## src/rtl/tictactoe_pkg.sv

```systemverilog
// rtl/tictactoe_pkg.sv - shared board types and constants for the board arbiter
//
// Purpose: the cell encoding, the default board size, the arbiter state type
//          and a helper that range-checks a board address.
// Ports:   none (package).
package tictactoe_pkg;

  localparam int NCELLS_DEF = 9;
  localparam int ADDR_W     = 4;

  typedef enum logic [1:0] {
    EMPTY = 2'b00,
    X     = 2'b10,
    O     = 2'b11
  } cellStateType;

  typedef enum logic {
    IDLE  = 1'b0,
    CLEAR = 1'b1
  } arbState;

  function automatic logic addr_valid(input logic [ADDR_W-1:0] addr, input int ncells);
    return int'(addr) < ncells;
  endfunction

endpackage

```

## src/rtl/board_clear_seq.sv

```systemverilog
// rtl/board_clear_seq.sv - address counter that sweeps every board cell once
//
// Purpose: on start_i, walks addr_o through 0..NCELLS-1, one address per
//          cycle, then pulses done_o for one cycle.
// Ports:   clk_i     - clock (rising edge)
//          resetn_i  - synchronous active-low reset; aborts a sweep silently
//          start_i   - begin a sweep (ignored while one is running)
//          addr_o    - cell currently being wiped
//          last_o    - high during the cycle that wipes the final cell
//          done_o    - one-cycle pulse after the final cell
module board_clear_seq
  import tictactoe_pkg::*;
#(
  parameter int NCELLS = NCELLS_DEF
) (
  input  logic              clk_i,
  input  logic              resetn_i,
  input  logic              start_i,
  output logic [ADDR_W-1:0] addr_o,
  output logic              last_o,
  output logic              done_o
);

  localparam logic [ADDR_W-1:0] LAST_ADDR = ADDR_W'(NCELLS - 1);

  logic [ADDR_W-1:0] cnt_q;
  logic              run_q;
  logic              done_q;

  always_ff @(posedge clk_i) begin
    if (!resetn_i) begin
      cnt_q  <= '0;
      run_q  <= 1'b0;
      done_q <= 1'b0;
    end else begin
      done_q <= 1'b0;
      if (run_q) begin
        if (cnt_q == LAST_ADDR) begin
          run_q  <= 1'b0;
          done_q <= 1'b1;
        end else begin
          cnt_q <= cnt_q + 1'b1;
        end
      end else if (start_i) begin
        cnt_q <= '0;
        run_q <= 1'b1;
      end
    end
  end

  assign addr_o = cnt_q;
  assign last_o = run_q && (cnt_q == LAST_ADDR);
  assign done_o = done_q;

endmodule

```

## src/rtl/board_arbiter.sv

```systemverilog
// rtl/board_arbiter.sv - single-port board arbiter for writer, checker, display and wipe
//
// Purpose: shares one board port between a writer, two readers and a full-board
//          clear. Writes win over reads unless the writer has held the port for
//          WR_BURST_MAX grants while a read waits; the two readers alternate.
// Ports:   ph1, ph2            - phase clocks; all state moves on rising ph1
//          reset               - synchronous active-low reset
//          wrReq/wrAddr/wrData - write request
//          chkReq/chkAddr      - win-checker read request
//          dispReq/dispAddr    - display read request
//          clrReq              - start a board wipe
//          *Grant              - one-cycle grant pulses
//          rdData/chkValid/dispValid - read return, one cycle after the grant
//          clrDone/addrErr/busy      - status
//          memAddr/memWe/memWdata/memRdata - board port (async read)
module board_arbiter
  import tictactoe_pkg::*;
#(
  parameter int NCELLS       = NCELLS_DEF,
  parameter int WR_BURST_MAX = 3
) (
  input  logic              ph1,
  input  logic              ph2,
  input  logic              reset,
  input  logic              wrReq,
  input  logic [ADDR_W-1:0] wrAddr,
  input  cellStateType      wrData,
  input  logic              chkReq,
  input  logic [ADDR_W-1:0] chkAddr,
  input  logic              dispReq,
  input  logic [ADDR_W-1:0] dispAddr,
  input  logic              clrReq,
  output logic              wrGrant,
  output logic              chkGrant,
  output logic              dispGrant,
  output cellStateType      rdData,
  output logic              chkValid,
  output logic              dispValid,
  output logic              clrDone,
  output logic              addrErr,
  output logic              busy,
  output logic [ADDR_W-1:0] memAddr,
  output logic              memWe,
  output cellStateType      memWdata,
  input  cellStateType      memRdata
);

  localparam logic [3:0] BURST = 4'(WR_BURST_MAX);

  logic ph2_unused;
  assign ph2_unused = ph2;

  arbState           state_q;
  logic              wrGrant_q, chkGrant_q, dispGrant_q;
  logic              chkValid_q, dispValid_q, addrErr_q, busy_q, memWe_q;
  logic [ADDR_W-1:0] memAddr_q;
  cellStateType      memWdata_q, rdData_q;
  logic [3:0]        streak_q;
  logic              rr_disp_q;   // 0: checker has precedence on a tie

  logic              clr_start, clr_last, clr_done;
  logic [ADDR_W-1:0] clr_addr;

  logic              any_grant, rd_pend, pick_wr, pick_chk, pick_disp;
  logic [ADDR_W-1:0] rd_addr;
  logic [3:0]        streak_d;

  always_comb begin
    any_grant = wrGrant_q | chkGrant_q | dispGrant_q;
    rd_pend   = chkReq | dispReq;
    pick_wr   = wrReq && !((streak_q == BURST) && rd_pend);
    pick_chk  = !pick_wr && chkReq && (!dispReq || !rr_disp_q);
    pick_disp = !pick_wr && dispReq && !pick_chk;
    rd_addr   = pick_chk ? chkAddr : dispAddr;
    streak_d  = (streak_q == BURST) ? BURST : streak_q + 4'd1;
  end

  assign clr_start = (state_q == IDLE) && clrReq;

  board_clear_seq #(.NCELLS(NCELLS)) u_clear (
    .clk_i    (ph1),
    .resetn_i (reset),
    .start_i  (clr_start),
    .addr_o   (clr_addr),
    .last_o   (clr_last),
    .done_o   (clr_done)
  );

  always_ff @(posedge ph1) begin
    if (!reset) begin
      state_q     <= IDLE;
      wrGrant_q   <= 1'b0;
      chkGrant_q  <= 1'b0;
      dispGrant_q <= 1'b0;
      chkValid_q  <= 1'b0;
      dispValid_q <= 1'b0;
      addrErr_q   <= 1'b0;
      busy_q      <= 1'b0;
      memWe_q     <= 1'b0;
      memAddr_q   <= '0;
      memWdata_q  <= EMPTY;
      rdData_q    <= EMPTY;
      streak_q    <= 4'd0;
      rr_disp_q   <= 1'b0;
    end else begin
      wrGrant_q   <= 1'b0;
      chkGrant_q  <= 1'b0;
      dispGrant_q <= 1'b0;
      chkValid_q  <= 1'b0;
      dispValid_q <= 1'b0;
      addrErr_q   <= 1'b0;

      // The read address is still on the port during the grant cycle, so the
      // async read data is captured at the end of it.
      if ((chkGrant_q || dispGrant_q) && !addrErr_q) begin
        chkValid_q  <= chkGrant_q;
        dispValid_q <= dispGrant_q;
        rdData_q    <= memRdata;
      end

      case (state_q)
        IDLE: begin
          memWe_q <= 1'b0;
          if (clrReq) begin
            state_q    <= CLEAR;
            busy_q     <= 1'b1;
            memWe_q    <= 1'b1;
            memWdata_q <= EMPTY;
            streak_q   <= 4'd0;
          end else if (!any_grant) begin
            // A grant cycle is a turnaround: requests seen during it are the
            // ones just served, so no new decision is made and the streak holds.
            if (pick_wr) begin
              wrGrant_q <= 1'b1;
              streak_q  <= streak_d;
              if (addr_valid(wrAddr, NCELLS)) begin
                memWe_q    <= 1'b1;
                memAddr_q  <= wrAddr;
                memWdata_q <= wrData;
              end else begin
                addrErr_q <= 1'b1;
                memAddr_q <= '0;
              end
            end else if (pick_chk || pick_disp) begin
              chkGrant_q  <= pick_chk;
              dispGrant_q <= pick_disp;
              rr_disp_q   <= ~rr_disp_q;
              streak_q    <= 4'd0;
              if (addr_valid(rd_addr, NCELLS)) begin
                memAddr_q <= rd_addr;
              end else begin
                addrErr_q <= 1'b1;
                memAddr_q <= '0;
              end
            end else begin
              streak_q <= 4'd0;
            end
          end
        end
        CLEAR: begin
          if (clr_last) begin
            state_q   <= IDLE;
            busy_q    <= 1'b0;
            memWe_q   <= 1'b0;
            memAddr_q <= clr_addr;
          end
        end
        default: state_q <= IDLE;
      endcase
    end
  end

  assign wrGrant   = wrGrant_q;
  assign chkGrant  = chkGrant_q;
  assign dispGrant = dispGrant_q;
  assign chkValid  = chkValid_q;
  assign dispValid = dispValid_q;
  assign rdData    = rdData_q;
  assign addrErr   = addrErr_q;
  assign busy      = busy_q;
  assign clrDone   = clr_done;
  assign memWe     = memWe_q;
  assign memWdata  = memWdata_q;
  // During a wipe the sweep counter owns the address lines.
  assign memAddr   = busy_q ? clr_addr : memAddr_q;

endmodule

```

## config.mk

```make
export PLATFORM = sky130hd
export DESIGN_NAME = board_arbiter
export DESIGN_NICKNAME = d
export VERILOG_FILES = /design/src/rtl/tictactoe_pkg.sv /design/src/rtl/board_clear_seq.sv /design/src/rtl/board_arbiter.sv
export SDC_FILE = /design/constraint.sdc
export NUM_CORES = 1
export LEC_CHECK = 0
export ABC_CLOCK_PERIOD_IN_PS = 2400
export CAP_MARGIN = 25
export CORE_UTILIZATION = 48
export CTS_CLUSTER_DIAMETER = 50
export DETAILED_ROUTE_END_ITERATION = 16
export GPL_TIMING_DRIVEN = 0
export PLACE_DENSITY = 0.81
export SYNTH_ARGS = -nofsm -noshare
export SYNTH_HDL_FRONTEND = slang
export SYNTH_SLANG_ARGS = --single-unit
```

## constraint.sdc

```tcl
create_clock -name ph1 -period 2.4 [get_ports ph1]
set_clock_uncertainty 0.15 [all_clocks]
set_input_delay 0.72 -clock ph1 [delete_from_list [all_inputs] [get_ports ph1]]
set_output_delay 0.72 -clock ph1 [all_outputs]
set_load 0.02 [all_outputs]
```

==> metrics.md, run 1 <==
| Metric | Value |
|---|---|
| Final count of pins violating max slew | `0` |
| Seq/Total Area, Yosys | `36.1%` |
| Top Ports | `40` |
| Worst-path clk slew | `~150 ps` |
| Final Cell Area | `0.00203 mm2` |
| Overflow after GRT | `0` |
| Initial antenna violation count | `0` |
| GPL Wtd Cong | `just under 0.9` |
| Final worst slack | `slightly above 80 ps` |
| Most common cell in the synthesized netlist | `dfxtp_1` |
| Avg WL per Cell | `15.3 um` |
| Chip width | `58.9 um` |
| Starting density of the core | `50.8%` |
| Top FF cell, synth | `dfxtp_1` |
| Post-synth top area share | `36.1%` |
| # setup viols final | `0` |
| Mapped Nets | `201` |
| Post-synth EDFFs | `0` |
| Number of max-cap violations | `0` |
| Post-Route Setup TNS | `0 ps` |
| FP Rows | `20` |
| CP max stage delay | `~670 ps` |
| Die H | `between 50 and 60 um` |
| DIE AREA | `0.00346 mm2` |
| Critical path type | `flip-flop to output port` |
| Post-Syn Area | `0.00155 mm2` |
| Final Total Pwr | `between 1 and 1.5 mW` |
| First-pass GRT wire length | `6.46 mm` |
| Place WS | `-419 ps` |
| Vias | `1559` |
| # DRC | `0` |
| Fmax | `432 MHz` |
| Vias per cell | `about 6.0` |
| Core area | `0.00305 mm2` |
| Inst Count DP | `roughly 260` |
| Layout cells sized above 1 | `under 10%` |
| Final HPWL DP | `3.07 mm` |
| Clk sinks | `28` |
| Avg Inst Size Synth | `8.87 um2` |
| WP buf/inv | `1` |
| Antenna-violating nets left | `0` |
| Ys async rst share | `0%` |
| RSZ-0062 raised after global routing | `no` |
| Diode count | `0` |
| Critical Path AT | `1450 ps` |
| Final Hold Viols | `0` |
| CP max stage cell | `clkdlybuf4s50_1` |
| Top layer in use | `met4` |
| Worst hold path type | `flip-flop to flip-flop` |
| Slack of the worst reg-to-reg path | `230 ps` |
| CP top delay family | `buffers and inverters` |
| Most frequent cells after synthesis | `dfxtp_1, nand2_1, nand3_1, inv_1, nor2_1` |
| Root buf cell | `clkbuf_4` |
| Port Buf Inserts | `37` |
| Pwr dens | `504 mW/mm2` |
| WL met2 | `between 2 and 2.5 mm` |
| Met1 Wirelength | `1.57 mm` |
| CP Launch Type | `flip-flop` |
| Post-route insts no fill | `259` |
| CP Cell Sequence | `clkdlybuf4s50_1` |
| DRC marker count from the first detailed-route iteration | `86` |
| Post-synth top area cell | `dfxtp_1` |
| H-tree lvl count | `1` |
| Routed WL | `3.95 mm` |
| Min Tclk post-route | `about 2300 ps` |
| CP Capture Type | `output port` |
| Worst endpoint required time | `1530 ps` |
| Status | `finished, final reports clean` |
| Yosys warnings | `0` |
| Worst slew margin | `59.2%` |
| Dpl cell area | `~0.0020 mm2` |
| Pleak | `0.749 nW` |
| DRT Pass-1 Iters | `4` |
| Maximum VDD drop | `0.326 mV` |
| Peak fanout along the critical path | `6` |
| Synth area leaders | `dfxtp_1, mux2i_1, nand3_1` |
| Period utilization | `96.5%` |
| Clock Latency Late Sink | `330 ps` |
| Met3 routed WL | `a little over 200 um` |
| Worst-margin pin slew | `605 ps` |
| Synth unique cells | `between 50 and 60` |
| Total Nets Final | `242` |
| Fill cells | `about 270` |
| Synthesized instance count | `175` |
| Largest net degree at the start of global routing | `17` |
| Clk buf depth | `2` |
| TritonCTS Buffers | `3` |
| TritonCTS clock tree | `built` |
| Vias in the first global route | `roughly 1500` |
| Area Growth Syn to Fin | `31.0%` |
| Total track usage | `between 20% and 30%` |
| Synth Register Bits | `28` |
==> placed cells by master, fill, tap and decap left out, types with 4 or more instances in the layout <==
cell / Yosys / layout
dlygate4sd2_1: 0 / 4
nand2_1: 12 / 12
nand3_1: 11 / 11
dfxtp_1: 28 / 27
nand2b_1: 7 / 7
o21ai_0: 6 / 6
inv_1: 10 / 10
o211ai_1: 6 / 6
nor3_1: 5 / 5
clkdlybuf4s50_1: 0 / 33
mux2i_1: 6 / 6
nor3b_1: 4 / 4
mux2_2: 4 / 4
nor2_1: 10 / 9
a21oi_1: 7 / 7
==> kinds of logic (layout without fill, tap and decap cells) <==
kind of cell               Yosys count  in the layout  share of synthesized area (%)
and+or+nand+nor                     67             67                           23.5
AOI/OAI and AO/OA                   49             49                           25.5
buffers and inverters               17             57                           5.16
xor gates and xnor gates             1              1                          0.565
adders and majority gates            3              3                           2.42
muxes                               10             10                           6.77
DFF                                 28             28                           36.1
==> report_power, final <==
part	internal, mW	switching [mW]
Clock	0.169	0.144
Combinational	0.101	0.110
Sequential	0.484	0.0174
==> layer usage <==
metal,global-route usage (%),vias up
li1,-,747
met4,11.9,0
met3,3.08,6
met1,28.7,751
met5,0,-
met2,43.5,55
==> through the flow <==
step	utilization (%)	hold WS, ps
2_1_floorplan	-	294
3_3_place_gp	64.8	312
3_5_place_dp	64.8	315
4_1_cts	66.2	335
5_1_grt	66.6	358
6_report	66.6	334
==> final timing paths <==
| check | end | cells past startpoint | startpoint |
|---|---|---|---|
| max | chkGrant | 1 | chkGrant |
| max reg2reg | memAddr_q[1] | 7 | streak_q[0] |
| min | memWdata[0] | 2 | memWdata[0] |
| min reg2reg | memWdata[0] | 2 | memWdata[0] |
==> sequential cells by signal, indices dropped and copies added, names as in the netlist, 2 cells and up <==
signal / count
memAddr_q: 4
memWdata: 2
rdData: 2
streak_q: 4
u_clear.addr_o: 4
==> area by class of cell <==
class	count	area, um2	share of cell area (%)
timing repair buffer	37	365	18.0
clock buffer	3	22.5	1.11
inverter	10	37.5	1.85
tap	44	55.1	2.71
buffer	6	38.8	1.91
multi-input combinational	130	921	45.3
clock inverter	1	30.0	1.48
sequential	28	562	27.6
==> repair_timing <==
item,4_1_cts,5_1_grt
resized for setup,5,3
endpoints found under the setup margin,5,4
buffers inserted,0,0
hold buffers,0,0
Power figures use the tool's default switching activity.
==> run 2: changes to the inputs <==
--- a/config.mk
+++ b/config.mk
@@ -8,7 +8,6 @@
 export ABC_CLOCK_PERIOD_IN_PS = 2400
 export CAP_MARGIN = 25
 export CORE_UTILIZATION = 48
-export CTS_CLUSTER_DIAMETER = 50
 export DETAILED_ROUTE_END_ITERATION = 16
 export GPL_TIMING_DRIVEN = 0
 export PLACE_DENSITY = 0.81
==> results of run 2 <==
No change in the layout: final DEF, timing and power equal those of run 1.
==> run 3: changes to the inputs <==
--- a/config.mk
+++ b/config.mk
@@ -7,10 +7,11 @@
 export LEC_CHECK = 0
 export ABC_CLOCK_PERIOD_IN_PS = 2400
 export CAP_MARGIN = 25
-export CORE_UTILIZATION = 48
+export CORE_UTILIZATION = 35
 export DETAILED_ROUTE_END_ITERATION = 16
 export GPL_TIMING_DRIVEN = 0
-export PLACE_DENSITY = 0.81
+export MAX_ROUTING_LAYER = met4
+export PLACE_DENSITY = 0.63
 export SYNTH_ARGS = -nofsm -noshare
 export SYNTH_HDL_FRONTEND = slang
 export SYNTH_SLANG_ARGS = --single-unit
==> metrics.md, run 3 (synthesized netlist as in run 1, its figures left out) <==
| Metric | Value |
|---|---|
| GPL Wtd Cong | `0.794` |
| # DRC | `0` |
| Critical path type | `input port to flip-flop` |
| TritonCTS Buffers | `3` |
| Most common cell after layout, fill and taps aside | `clkdlybuf4s50_1` |
| Met3 routed WL | `~130 um` |
| # setup viols final | `0` |
| Worst hold path type | `flip-flop to flip-flop` |
| Worst setup endpoint | `memAddr_q[1]` |
| Final Hold Viols | `0` |
| Worst endpoint required time | `approximately 2500 ps` |
| Routed WL | `3.86 mm` |
| Starting density of the core | `37.7%` |
| Final Total Pwr | `1.00 mW` |
| Crit path from | `dispReq` |
| Pwr dens | `491 mW/mm2` |
| Root buf cell | `clkbuf_8` |
| Vias | `between 1000 and 1500` |
| Total Nets Final | `242` |
| Chip width | `a little under 70 um` |
| CP max stage delay | `roughly 570 ps` |
| Met1 Wirelength | `approximately 1.9 mm` |
| Fill cells | `406` |
| Period utilization | `98.5%` |
| DRC marker count from the first detailed-route iteration | `60` |
| Commonest non-fill, non-tap cells in the layout | `clkdlybuf4s50_1, dfxtp_1, nand2_1, nand3_1, inv_1` |
| CP Launch Type | `input port` |
| Hold WS | `327 ps` |
| Critical Path AT | `~2500 ps` |
| Total track usage | `18.2%` |
| CP Cell Sequence | `clkdlybuf4s50_1 > a21bo_2 > mux2_2 > a311oi_1 > o311a_1` |
| Worst-case reg-to-reg path depth | `7` |
| Worst-path clk slew | `approximately 100 ps` |
| Clk sinks | `28` |
| DRT Pass-1 Iters | `4` |
| Peak fanout along the critical path | `8` |
| Largest net degree at the start of global routing | `16` |
| First-pass GRT wire length | `around 6.2 mm` |
| Slack of the worst reg-to-reg path | `approximately 270 ps` |
| Initial antenna violation count | `0` |
| Reg-to-Reg Start | `streak_q[0]` |
| FF-to-FF End | `memAddr_q[1]` |
| Antenna-violating nets left | `0` |
| Min Tclk post-route | `2370 ps` |
| Top layer in use | `met4` |
| Final HPWL DP | `between 2 and 3 mm` |
| Vias per cell | `5.64` |
| Final design utilization | `49.7%` |
| CP max stage cell | `clkdlybuf4s50_1` |
| HP Start | `addrErr` |
| # hold bufs at CTS | `0` |
| H-tree lvl count | `1` |
| Post-Route Setup TNS | `0 ps` |
| Avg WL per Cell | `14.6 um` |
| Post-CTS setup buffer count | `0` |
| FF+latch area | `562 um2` |
| Area taken by multi-input logic gates | `921 um2` |
| Layout cells sized above 1 | `slightly below 10%` |
| Top Ports | `40` |
| Fmax | `423 MHz` |
| Port Buf Inserts | `37` |
| Pleak | `about 0.76 nW` |
| Clock Latency Late Sink | `280 ps` |
| WL met2 | `between 1.5 and 2 mm` |
| Area Growth Syn to Fin | `31.9%` |
| Inst Count DP | `between 200 and 300` |
| Number of max-cap violations | `0` |
| Core area | `0.00412 mm2` |
| RSZ-0062 raised after global routing | `no` |
| Maximum VDD drop | `about 0.3 mV` |
| Diode count | `0` |
| Clk buf depth | `2` |
| DIE AREA | `0.00470 mm2` |
| Worst-margin pin slew | `565 ps` |
| Worst slew margin | `61.9%` |
| TritonCTS clock tree | `built` |
| FP Rows | `23` |
| Overflow after GRT | `0` |
| Post-route insts no fill | `265` |
| Die H | `around 70 um` |
| Status | `finished, final reports clean` |
| CP Capture Type | `flip-flop` |
| Final count of pins violating max slew | `0` |
| Vias in the first global route | `1311` |
## run 3: worst max-delay path, delay by kind of cell
family | cells | cell delay (ps)
compound gates | 3 | 800
mux | 1 | 350
buf+inv | 1 | 570
## run 3: how the worst min path moves through the flow
| stage | cells past startpoint | slack (ps) | endpoint |
|---|---|---|---|
| global route | 1 | 340 | dispValid |
| floorplan | 2 | 290 | memAddr_q[0] |
| CTS | 1 | 330 | dispValid |
| detailed placement | 1 | 310 | chkValid |
| finish | 1 | 330 | dispValid |
| global placement | 2 | 310 | memWdata[1] |
## run 3: timing repair
item / CTS / global route
endpoints found under the hold margin: 0 / 0
gates resized for setup: 5 / 4
endpoints found under the setup margin: 7 / 7
## run 3: through the flow
step                      worst slack [ps]  instance area, um2
after floorplan                        264                1550
after global placement                -471                1980
after detailed placement              -451                1980
after CTS                            0.406                2040
after global routing                  7.82                2050
final                                 34.9                2050
## run 3: where the power goes
part           switching, mW  internal, mW
clock                  0.146         0.147
sequential            0.0175         0.483
combinational          0.109         0.101
## run 3: layer usage
metal | GRT usage (%) | up-vias
met3 | 3.45 | 2
met1 | 24.2 | 715
met2 | 28.9 | 33
met5 | - | -
li1 | - | 744
met4 | 3.39 | 0
## run 3: layout make-up
type / count / share of cell area (%)
plain buffers: 6 / 1.90
clock buffers: 4 / 2.69
inverters: 10 / 1.83
multi-input cells: 130 / 45.0
flip-flops and latches: 28 / 27.5
well taps: 50 / 3.06
repair buffers: 37 / 18.0
